`config.mk`:
```
export PLATFORM = sky130hd
export DESIGN_NAME = mem_arbiter
export DESIGN_NICKNAME = d
export VERILOG_FILES = /design/src/rtl/mem_arbiter.sv
export SDC_FILE = /design/constraint.sdc
export NUM_CORES = 1
export LEC_CHECK = 0
export ABC_AREA = 1
export BUFFER_PORTS_ARGS = -buffer_cell sky130_fd_sc_hd__buf_2
export CELL_PAD_IN_SITES_DETAIL_PLACEMENT = 1
export CELL_PAD_IN_SITES_GLOBAL_PLACEMENT = 2
export CORE_MARGIN = 3
export CORE_UTILIZATION = 25
export CTS_BUF_LIST = sky130_fd_sc_hd__clkbuf_2
export DETAILED_ROUTE_END_ITERATION = 8
export PLACE_DENSITY = 0.92
export SLEW_MARGIN = 40
export SYNTH_ARGS = -nofsm -noshare
export SYNTH_HDL_FRONTEND = slang
export SYNTH_SLANG_ARGS = --single-unit
```
`constraint.sdc`:
```
create_clock -name clk -period 2.1 [get_ports clk]
set_input_delay 0.21 -clock clk [delete_from_list [all_inputs] [get_ports clk]]
set_output_delay 0.21 -clock clk [all_outputs]
set_load 0.05 [all_outputs]
```
`src/rtl/mem_arbiter.sv`:
```
// rtl/mem_arbiter.sv - two-port (fetch/data) round-robin arbiter onto a single memory port
//
// Ports:
//   clk, rst                    clock, synchronous active-high reset
//   i_req/i_addr                fetch request and byte address
//   i_ready/i_rdata             fetch one-cycle completion pulse and word
//   d_req/d_we/d_addr/d_wdata/d_be   load/store request and payload
//   d_ready/d_rdata             data one-cycle completion pulse and word
//   mem_req/mem_we/mem_addr/mem_wdata/mem_be   memory access, driven only in BUSY
//   mem_ready/mem_rdata         memory completion and read data
//   stall                       some requester is still waiting
//   err                         timeout pulse, coincident with x_ready
//   grant_d                     current or last owner, 1 = data port
module mem_arbiter #(
  parameter int ADDR_W  = 32,
  parameter int TIMEOUT = 255
) (
  input  logic              clk,
  input  logic              rst,
  input  logic              i_req,
  input  logic [ADDR_W-1:0] i_addr,
  output logic              i_ready,
  output logic [31:0]       i_rdata,
  input  logic              d_req,
  input  logic              d_we,
  input  logic [ADDR_W-1:0] d_addr,
  input  logic [31:0]       d_wdata,
  input  logic [3:0]        d_be,
  output logic              d_ready,
  output logic [31:0]       d_rdata,
  output logic              mem_req,
  output logic              mem_we,
  output logic [ADDR_W-1:0] mem_addr,
  output logic [31:0]       mem_wdata,
  output logic [3:0]        mem_be,
  input  logic              mem_ready,
  input  logic [31:0]       mem_rdata,
  output logic              stall,
  output logic              err,
  output logic              grant_d
);

  localparam int CW = $clog2(TIMEOUT + 1);
  localparam logic [CW-1:0] TO_MAX = CW'(TIMEOUT);

  typedef enum logic [1:0] {IDLE, BUSY, RESP} state_t;

  state_t            state, state_nx;
  logic              last_grant;
  logic              owner_d;
  logic              lat_we;
  logic [ADDR_W-1:0] lat_addr;
  logic [31:0]       lat_wdata;
  logic [3:0]        lat_be;
  logic [31:0]       rdata_q;
  logic              err_q;
  logic [CW-1:0]     cnt;

  logic grant_now, pick_d, done, timed_out;
  logic busy, resp;

  always_ff @(posedge clk) begin
    if (rst) state <= IDLE;
    else     state <= state_nx;
  end

  always_comb begin
    state_nx  = state;
    grant_now = 1'b0;
    done      = 1'b0;
    timed_out = 1'b0;
    // Data wins when it is alone, or when both request and fetch went last.
    pick_d    = d_req & (~i_req | ~last_grant);
    case (state)
      IDLE: begin
        if (i_req | d_req) begin
          grant_now = 1'b1;
          state_nx  = BUSY;
        end
      end
      BUSY: begin
        // A late mem_ready on the final allowed cycle still counts as success.
        if (mem_ready) begin
          done     = 1'b1;
          state_nx = RESP;
        end else if (cnt == TO_MAX) begin
          timed_out = 1'b1;
          state_nx  = RESP;
        end
      end
      RESP:    state_nx = IDLE;
      default: state_nx = IDLE;
    endcase
  end

  always_ff @(posedge clk) begin
    if (rst) begin
      last_grant <= 1'b1;
      owner_d    <= 1'b0;
      lat_we     <= 1'b0;
      lat_addr   <= '0;
      lat_wdata  <= '0;
      lat_be     <= '0;
      rdata_q    <= '0;
      err_q      <= 1'b0;
      cnt        <= '0;
    end else begin
      if (grant_now) begin
        last_grant <= pick_d;
        owner_d    <= pick_d;
        lat_we     <= pick_d & d_we;
        lat_addr   <= pick_d ? d_addr : i_addr;
        lat_wdata  <= pick_d ? d_wdata : 32'h0;
        lat_be     <= pick_d ? d_be : 4'hF;
        err_q      <= 1'b0;
        cnt        <= '0;
      end
      if (busy && !mem_ready && cnt != TO_MAX) cnt <= cnt + CW'(1);
      if (done) begin
        rdata_q <= lat_we ? 32'h0 : mem_rdata;
        err_q   <= 1'b0;
      end
      if (timed_out) begin
        rdata_q <= 32'h0;
        err_q   <= 1'b1;
      end
    end
  end

  assign busy = (state == BUSY);
  assign resp = (state == RESP);

  // Memory port comes only from the latched copy, so requester churn is invisible.
  assign mem_req   = busy;
  assign mem_we    = busy & lat_we;
  assign mem_addr  = busy ? lat_addr : '0;
  assign mem_wdata = busy ? lat_wdata : 32'h0;
  assign mem_be    = busy ? lat_be : 4'h0;

  assign i_ready = resp & ~owner_d;
  assign d_ready = resp & owner_d;
  assign i_rdata = i_ready ? rdata_q : 32'h0;
  assign d_rdata = d_ready ? rdata_q : 32'h0;
  assign err     = resp & err_q;
  assign grant_d = owner_d;
  assign stall   = (i_req & ~i_ready) | (d_req & ~d_ready);

endmodule

```
* After elaboration in Yosys (flattened, before gate mapping)
Index checks and enable logic that the tools add are counted.
Operators by class: $add $sub $neg 1, eq/ne operators 6, mux-type cells 25, bitwise operators 16, reduce and logical (&&, ||, !) cells 8
Operators by type and width (count):
- $mux 32 | 7
- $mux 8 | 2
- $mux 1 | 10
- $add 8x1->8 const B | 1
- $and 1x1->1 | 8
- $eq 8x8->1 const B | 1
- $mux 4 | 2
- $ne 8x8->1 const B | 1
- $mux 2 | 3
- $not 1->1 | 5
- $pmux 2 s2 | 1
- $ne 3x2->1 const B | 1
- $or 1x1->1 | 3
- $reduce_bool 3->1 | 1
- $eq 2x1->1 const B | 1
- $eq 2x2->1 const B | 1
- $logic_and 1x1->1 | 2
- $logic_not 2->1 | 1
- $ne 2x2->1 const B | 1
- $reduce_and 2->1 | 1
- $reduce_bool 2->1 | 1
- $reduce_or 2->1 | 1
- $logic_not 1->1 | 1
Storage, ports and cells: register bits after elaboration 114, input bits 138, output and inout port bits 139

* Longest topological paths before layout
Gate-level depths: netlist (run 1).
depth after elaboration 6, depth in mapped cells 8, mapped depth without buffers 7

* Worst setup path after synthesis (run 1)
No wires, ideal clock.
path type flip-flop to output port, start point register owner_d, in the netlist grant_d, end point output d_rdata[10], arrival 2.569 ns, setup slack -0.679 ns, stages on the path, launching flop included 6, path buffers 1, cells stage by stage dfxtp_1 inv_1 nor2_1 inv_1 clkbuf_1 nor2_1
Between the ends: longest elaborated chain between the ends 2
Ends and longest elaborated chain:
- from (decl) | RTL line 50 | logic owner_d;
- from (signal assigned) | RTL line 110 | owner_d <= pick_d;
- $and 1x1->1 | RTL line 141 | assign d_ready = resp & owner_d;
- net d_ready | RTL line 29 | output logic d_ready,
- $mux 32 | RTL line 143 | assign d_rdata = d_ready ? rdata_q : 32'h0;
- to (decl) | RTL line 30 | output logic [31:0] d_rdata,
The timed path passes the listed nets, and every way through them passes these cells.

* Worst setup path in the final report (run 1)
start point register state[0], end point output d_rdata[17]
Between the ends: longest elaborated chain between the ends 3
Ends and longest elaborated chain:
- from (decl) | RTL line 48 | state_t state, state_nx;
- from (signal assigned) | RTL line 64 | else state <= state_nx;
- $eq 2x2->1 | RTL line 131 | assign resp = (state == RESP);
- $and 1x1->1 | RTL line 141
- $mux 32 | RTL line 143
Every way passes these cells.

==> flow_metrics.py, run 1 <==
metrics = {
    "sta": {
        "drv_slew": 0,
        "clock_skew_ns": 0.0452,
        "rsz0062_at_grt": "true",
        "finalWorstSetupSlack_ns": -0.0243,
        "period_minus_slack_ns": 2.12,
        "setup_viol": 10,
        "slew_headroom": 0.592,
        "fmax_mhz": 471,
        "finalHoldViolations": 0,
        "period_share": 1.01,
        "tightest_slew_ns": 0.612,
    },
    "yosys": {
        "yosysWarnings": 0,
        "synthXorXnorAreaFrac": 0.00319,
        "synth_top_family_by_area": "simple AND/OR/NAND/NOR gates",
        "post-synth-top-count-cell": "nand2_1",
        "synth_edf_count": 0,
        "yosys.area.top_type": "dfxtp_1",
        "synth_simple_gate_area_share": 0.296,
        "async_flop_share": 0,
        "synth_top_area_frac": 0.416,
        "ys_ff_latch": 114,
        "netlist_instances": 835,
        "synthAdderAreaFrac": 0.00228,
        "synth_cell_types": 25,
        "synth-compound-area-share": 0.149,
        "syn_area_um2": 5490,
        "synth_common_cells": "nand2_1 (151), nor2_1 (144), dfxtp_1 (114), inv_1 (114), a21oi_1 (78)",
        "ys_top_cells_by_area": "dfxtp_1 (42%), nand2_1 (10%), nor2_1 (9.8%)",
        "synthMuxAreaShare": 0,
        "synth_fp_nets": 974,
        "synthFlopType": "dfxtp_1",
        "avgSynthCellArea_um2": 6.58,
        "ys_seq_area_frac": 0.416,
    },
    "global_route": {
        "grt_pass1_wl_um": 43200,
        "antenna_found_initial": 1,
        "grt-ovfl-total": 0,
        "track_usage": 0.225,
        "grt_max_degree": 65,
        "grt_pass1_vias": 7868,
    },
    "worst_setup_path": {
        "timing.rr.end": "lat_addr[27]",
        "worstSetupEndpoint": "d_rdata[17]",
        "worstReg2RegStart": "state[0]",
        "reg2regPathDepth": 9,
        "crit_arrival_ns": 1.91,
        "start_kind": "flop",
        "r2r_slack_ns": 0.02,
        "critPathMaxFanout": 7,
        "crit_path_end_kind": "primary output",
        "worst-setup-path-type": "flop to primary output",
        "worstSetupStartpoint": "state[0]",
        "crit_required_ns": 1.89,
    },
    "clock_network": {
        "clockBufferDepth": 2,
        "clk_pin_slew_ns": 0.22,
        "cts.sinks": 114,
        "htreeDepth": 4,
        "root_buffer": "clkbuf_2",
        "cts_buffers": 17,
        "cts_tree": "yes",
        "clkLatencyLatePin_ns": 0.69,
    },
    "die": {
        "die_w_um": 154,
        "die-area_um2": 23800,
        "core_um2": 21300,
        "die_y_um": 154,
        "initial_core_util": 0.258,
        "num_rows": 53,
        "io_pins": 277,
    },
    "power_and_ir_drop": {
        "clock_power_share": 0.270,
        "power.internal_w": 0.00355,
        "power.switching_w": 0.00218,
        "power.density_nw_per_um2": 544,
        "peakVddDrop_mv": 0.307,
        "seq_power_share": 0.422,
        "netSwitchingFraction": 0.380,
        "leakagePower_nw": 4.14,
        "p_comb_frac": 0.308,
    },
    "detailed_routing": {
        "drt_first_pass_iters": 5,
        "viasPerCell": 4.88,
        "wl_um": 30400,
        "drc": 0,
        "wl_per_cell_um": 19.9,
        "drt-initial-drc-count": 281,
        "via_count": 7462,
        "drtAntennaViolNets": 0,
    },
    "hold_path": {
        "min_path_type": "primary input to flop",
        "hold_depth": 5,
    },
    "cells_and_area": {
        "finalNonFillerCells": 1528,
        "area_growth_pct": 91.8,
        "fin_util": 0.495,
        "drive_above_1_share": 0.377,
        "final_net_count": 1378,
    },
    "run": {
        "cap_viol_max_count": 0,
    },
    "outcome": {
        "violations": "setup timing",
        "status": "finished with violations",
    },
    "placed_design": {
        "globalplace.congestion": 0.796,
        "dp.cells": 1342,
        "io_buffers": 276,
        "dp_hpwl_um": 14700,
    },
}
[cell families (layout without fill, tap and decap cells)]
kind of cell / count (synthesis) / in the layout
compound gates: 152 / 152
xor+xnor: 2 / 2
fa+ha+maj: 1 / 1
buf+inv: 180 / 597
flops: 114 / 114
other cells: 0 / 1
simple gates: 386 / 386
[cells in the final DEF, fill, tap and decap left out, drive strengths merged]
cell         count
inv            120
dfxtp          114
nor2           148
clkinv           6
a21oi           80
buf            308
xor2             1
diode            1
dlygate4sd3    135
clkbuf          22
nor3             1
ha               1
bufinv           2
clkinvlp         4
xnor2            1
a31oi           32
o21ai           39
nand4           33
nand2          154
nand3           50
o21bai           1
[worst max-delay path, cell delays in order, from the launching register on]
cell and delay (ns):
dfxtp_4 0.40, inv_4 0.06, nand2_4 0.06, nor2_4 0.18, inv_8 0.11, buf_16 0.17
nor2_4 0.12, buf_6 0.16
[timing repair]
action	4_1_cts	5_1_grt
setup buffers	8	1
setup endpoints to repair	135	136
gates resized for setup	310	119
endpoints found under the hold margin	112	0
hold buffers	135	0
pin swaps	3	5
cloned	3	6
[state kept, by name, summed over array words and instances (netlist names)]
register	flops
lat_addr	32
lat_wdata	32
rdata_q	32
cnt	8
lat_be	4
state	2
err_q	1
grant_d	1
last_grant	1
lat_we	1
[layout make-up]
| cell class | instances | area [um2] |
|---|---|---|
| clock inverter | 15 | 159 |
| tap | 275 | 344 |
| sequential | 114 | 2290 |
| multi-input combinational | 541 | 3050 |
| antenna | 1 | 2.50 |
| fill | 2516 | 10800 |
| inverter | 117 | 454 |
| clock buffer | 17 | 85.1 |
| timing repair buffer | 448 | 4140 |
[metrics by stage]
stage               setup slack [ns]  hold WS (ns)  setup TNS (ns)  total power, W  instance area (um2)
floorplan                     -0.163         0.370           -4.88         0.00324                 5630
global placement               0.428         0.440               0         0.00362                 7260
detailed placement             0.376         0.451               0         0.00364                 7260
CTS                          -0.0795        0.0291           -3.53         0.00555                 9980
global route                  -0.159        0.0857          -10.60         0.00598                10500
finish                       -0.0243         0.136          -0.116         0.00573                10500
[metal layers]
layer	GRT usage	vias to the layer above	routed length [um]
met4	0.0723	0	772
met3	0.0602	49	2010
met2	0.400	338	15800
met1	0.264	3612	11900
li1	-	3463	-
met5	0	-	0
[power by group through the flow]
stage / Clock [W] / Sequential (W) / Combinational [W]
after CTS: 0.00161 / 0.00240 / 0.00155
after global routing: 0.00166 / 0.00244 / 0.00188
after floorplan: 0 / 0.00243 / 0.000814
after detailed placement: 0 / 0.00244 / 0.00120
final: 0.00155 / 0.00242 / 0.00177
after global placement: 0 / 0.00244 / 0.00119
[worst min-delay path by stage]
stage	from	end
CTS	i_req	lat_wdata[24]
detailed placement	lat_be[3]	lat_be[3]
floorplan	i_addr[18]	lat_addr[18]
global placement	lat_be[0]	lat_be[0]
finish	i_req	lat_wdata[24]
global route	i_req	lat_wdata[24]
Note: power is estimated with default switching activity, not from simulation.
==> run 2: changes to the inputs <==
--- a/config.mk
+++ b/config.mk
@@ -13,7 +13,7 @@
 export CORE_UTILIZATION = 25
 export CTS_BUF_LIST = sky130_fd_sc_hd__clkbuf_2
 export DETAILED_ROUTE_END_ITERATION = 8
-export PLACE_DENSITY = 0.92
+export PLACE_DENSITY = 0.95
 export SLEW_MARGIN = 40
 export SYNTH_ARGS = -nofsm -noshare
 export SYNTH_HDL_FRONTEND = slang
==> flow_metrics.py, run 2 (synthesis gave the netlist of run 1 again) <==
metrics = {
    "sta": {
        "setup_viol": 1,
        "finalHoldViolations": 0,
        "period_share": 1.02,
        "rsz0062_at_grt": "true",
        "slew_headroom": 0.650,
        "fmax_mhz": 465,
        "period_minus_slack_ns": 2.15,
        "finalWorstSetupSlack_ns": -0.0516,
        "tightest_slew_ns": 0.525,
        "clock_skew_ns": 0.0546,
        "drv_slew": 0,
    },
    "global_route": {
        "grt_pass1_wl_um": 44500,
        "grt_pass1_vias": 8070,
        "antenna_found_initial": 2,
        "track_usage": 0.236,
        "grt_max_degree": 67,
        "grt-ovfl-total": 0,
    },
    "cells_and_area": {
        "fin_area_um2": 10800,
        "drive_above_1_share": 0.396,
        "multi_input_area_um2": 3200,
        "layout_common_cells": "nand2_1 (149), buf_2 (141), dlygate4sd3_1 (136)",
        "register_area_um2": 2290,
        "final_net_count": 1377,
        "largest_registers": "lat_addr: 32 flops, lat_wdata: 32 flops, rdata_q: 32 flops",
        "final_common_cell": "nand2_1",
        "fin_util": 0.506,
        "fill_cells": 2519,
        "area_growth_pct": 96.2,
    },
    "power_and_ir_drop": {
        "seq_power_share": 0.399,
        "power.density_nw_per_um2": 563,
        "peakVddDrop_mv": 0.319,
        "p_comb_frac": 0.327,
        "clock_power_share": 0.275,
        "power.switching_w": 0.00219,
        "power.internal_w": 0.00388,
        "total_power_w": 0.00606,
        "netSwitchingFraction": 0.361,
        "leakagePower_nw": 4.21,
    },
    "clock_network": {
        "clockBufferDepth": 2,
        "root_buffer": "clkbuf_2",
        "clkLatencyLatePin_ns": 0.70,
        "htreeDepth": 4,
        "cts_buffers": 17,
        "clk_pin_slew_ns": 0.22,
        "cts.sinks": 114,
        "cts_tree": "yes",
    },
    "detailed_routing": {
        "via_count": 7599,
        "wl_um": 31600,
        "drt_first_pass_iters": 5,
        "drc": 0,
        "viasPerCell": 4.98,
        "wl_per_cell_um": 20.7,
        "drt-initial-drc-count": 252,
        "drtAntennaViolNets": 0,
    },
    "worst_setup_path": {
        "start_kind": "flop",
        "worstSetupStartpoint": "state[0]",
        "timing.rr.end": "lat_addr[19]",
        "worstReg2RegStart": "state[0]",
        "critPathMaxFanout": 45,
        "crit_arrival_ns": 2.81,
        "r2r_slack_ns": -0.05,
        "worst-setup-path-type": "flop to flop",
        "reg2regPathDepth": 8,
        "crit_path_end_kind": "flop",
        "crit_required_ns": 2.76,
    },
    "placed_design": {
        "place_area_um2": 7220,
        "dp_hpwl_um": 14500,
        "globalplace.congestion": 0.760,
        "io_buffers": 276,
    },
    "outcome": {
        "violations": "setup timing",
        "status": "finished with violations",
    },
    "run": {
        "cap_viol_max_count": 0,
    },
    "hold_path": {
        "min_path_type": "primary input to flop",
        "hp-start": "mem_ready",
        "hold_depth": 6,
        "min_delay_worst_endpoint": "cnt[7]",
    },
    "die": {
        "die_w_um": 154,
        "num_rows": 53,
        "die-area_um2": 23800,
        "core_um2": 21300,
        "io_pins": 277,
        "die_y_um": 154,
        "initial_core_util": 0.258,
    },
}
-- run 2: layout make-up --
type / instances / share of cell area
Sequential cell: 114 / 0.213
Multi-Input combinational cell: 541 / 0.297
Clock buffer: 18 / 0.00836
Timing Repair Buffer: 446 / 0.389
Antenna cell: 2 / 0.000465
Inverter: 117 / 0.0434
Tap cell: 275 / 0.0319
Clock inverter: 13 / 0.0156
Timing Repair inverter: 1 / 0.00186
-- run 2: critical path, cell delays in order, from the launching register on --
cell and delay, ns:
dfxtp_2 0.37, inv_4 0.06, buf_4 0.12, nand2_2 0.07, nor2_4 0.27, buf_12 0.26
o21ai_0 0.15, a31oi_1 0.27, dlygate4sd3_1 0.59
-- run 2: per-stage QoR --
step           cells  setup slack (ns)  setup TNS (ns)  hold slack, ns
6_report        1527           -0.0516         -0.0516          0.0813
5_1_grt         1527            -0.120           -5.07          0.0667
4_1_cts         1518           -0.0557          -0.519         0.00572
3_5_place_dp    1337             0.399               0           0.448
3_3_place_gp    1337             0.220               0           0.440
2_1_floorplan    835            -0.163           -4.88           0.370
-- run 2: how the worst max path moves through the flow --
stage / to / cells past startpoint
6_report: lat_addr[19] / 8
5_1_grt: i_rdata[18] / 7
4_1_cts: mem_addr[12] / 6
3_5_place_dp: rdata_q[26] / 7
3_3_place_gp: d_rdata[31] / 6
2_1_floorplan: i_rdata[10] / 5
-- run 2: routing by layer --
layer	GRT usage	share of wire
met5	0	0
met4	0.0950	0.035
met3	0.0644	0.066
met2	0.427	0.53
met1	0.259	0.36
-- run 2: power groups by stage --
stage / Combinational (W) / Sequential [W] / Clock (W)
final: 0.00198 / 0.00242 / 0.00167
after floorplan: 0.000814 / 0.00243 / 0
after global placement: 0.00118 / 0.00244 / 0
after detailed placement: 0.00119 / 0.00245 / 0
after CTS: 0.00167 / 0.00240 / 0.00171
after global routing: 0.00210 / 0.00244 / 0.00181
-- run 2: repair_timing --
action,in CTS,in global routing
setup endpoints to repair,134,152
cloned,6,4
hold endpoints to repair,104,0
setup buffers,8,3
hold buffers,136,0
pin swaps,2,5
gates resized for setup,302,187
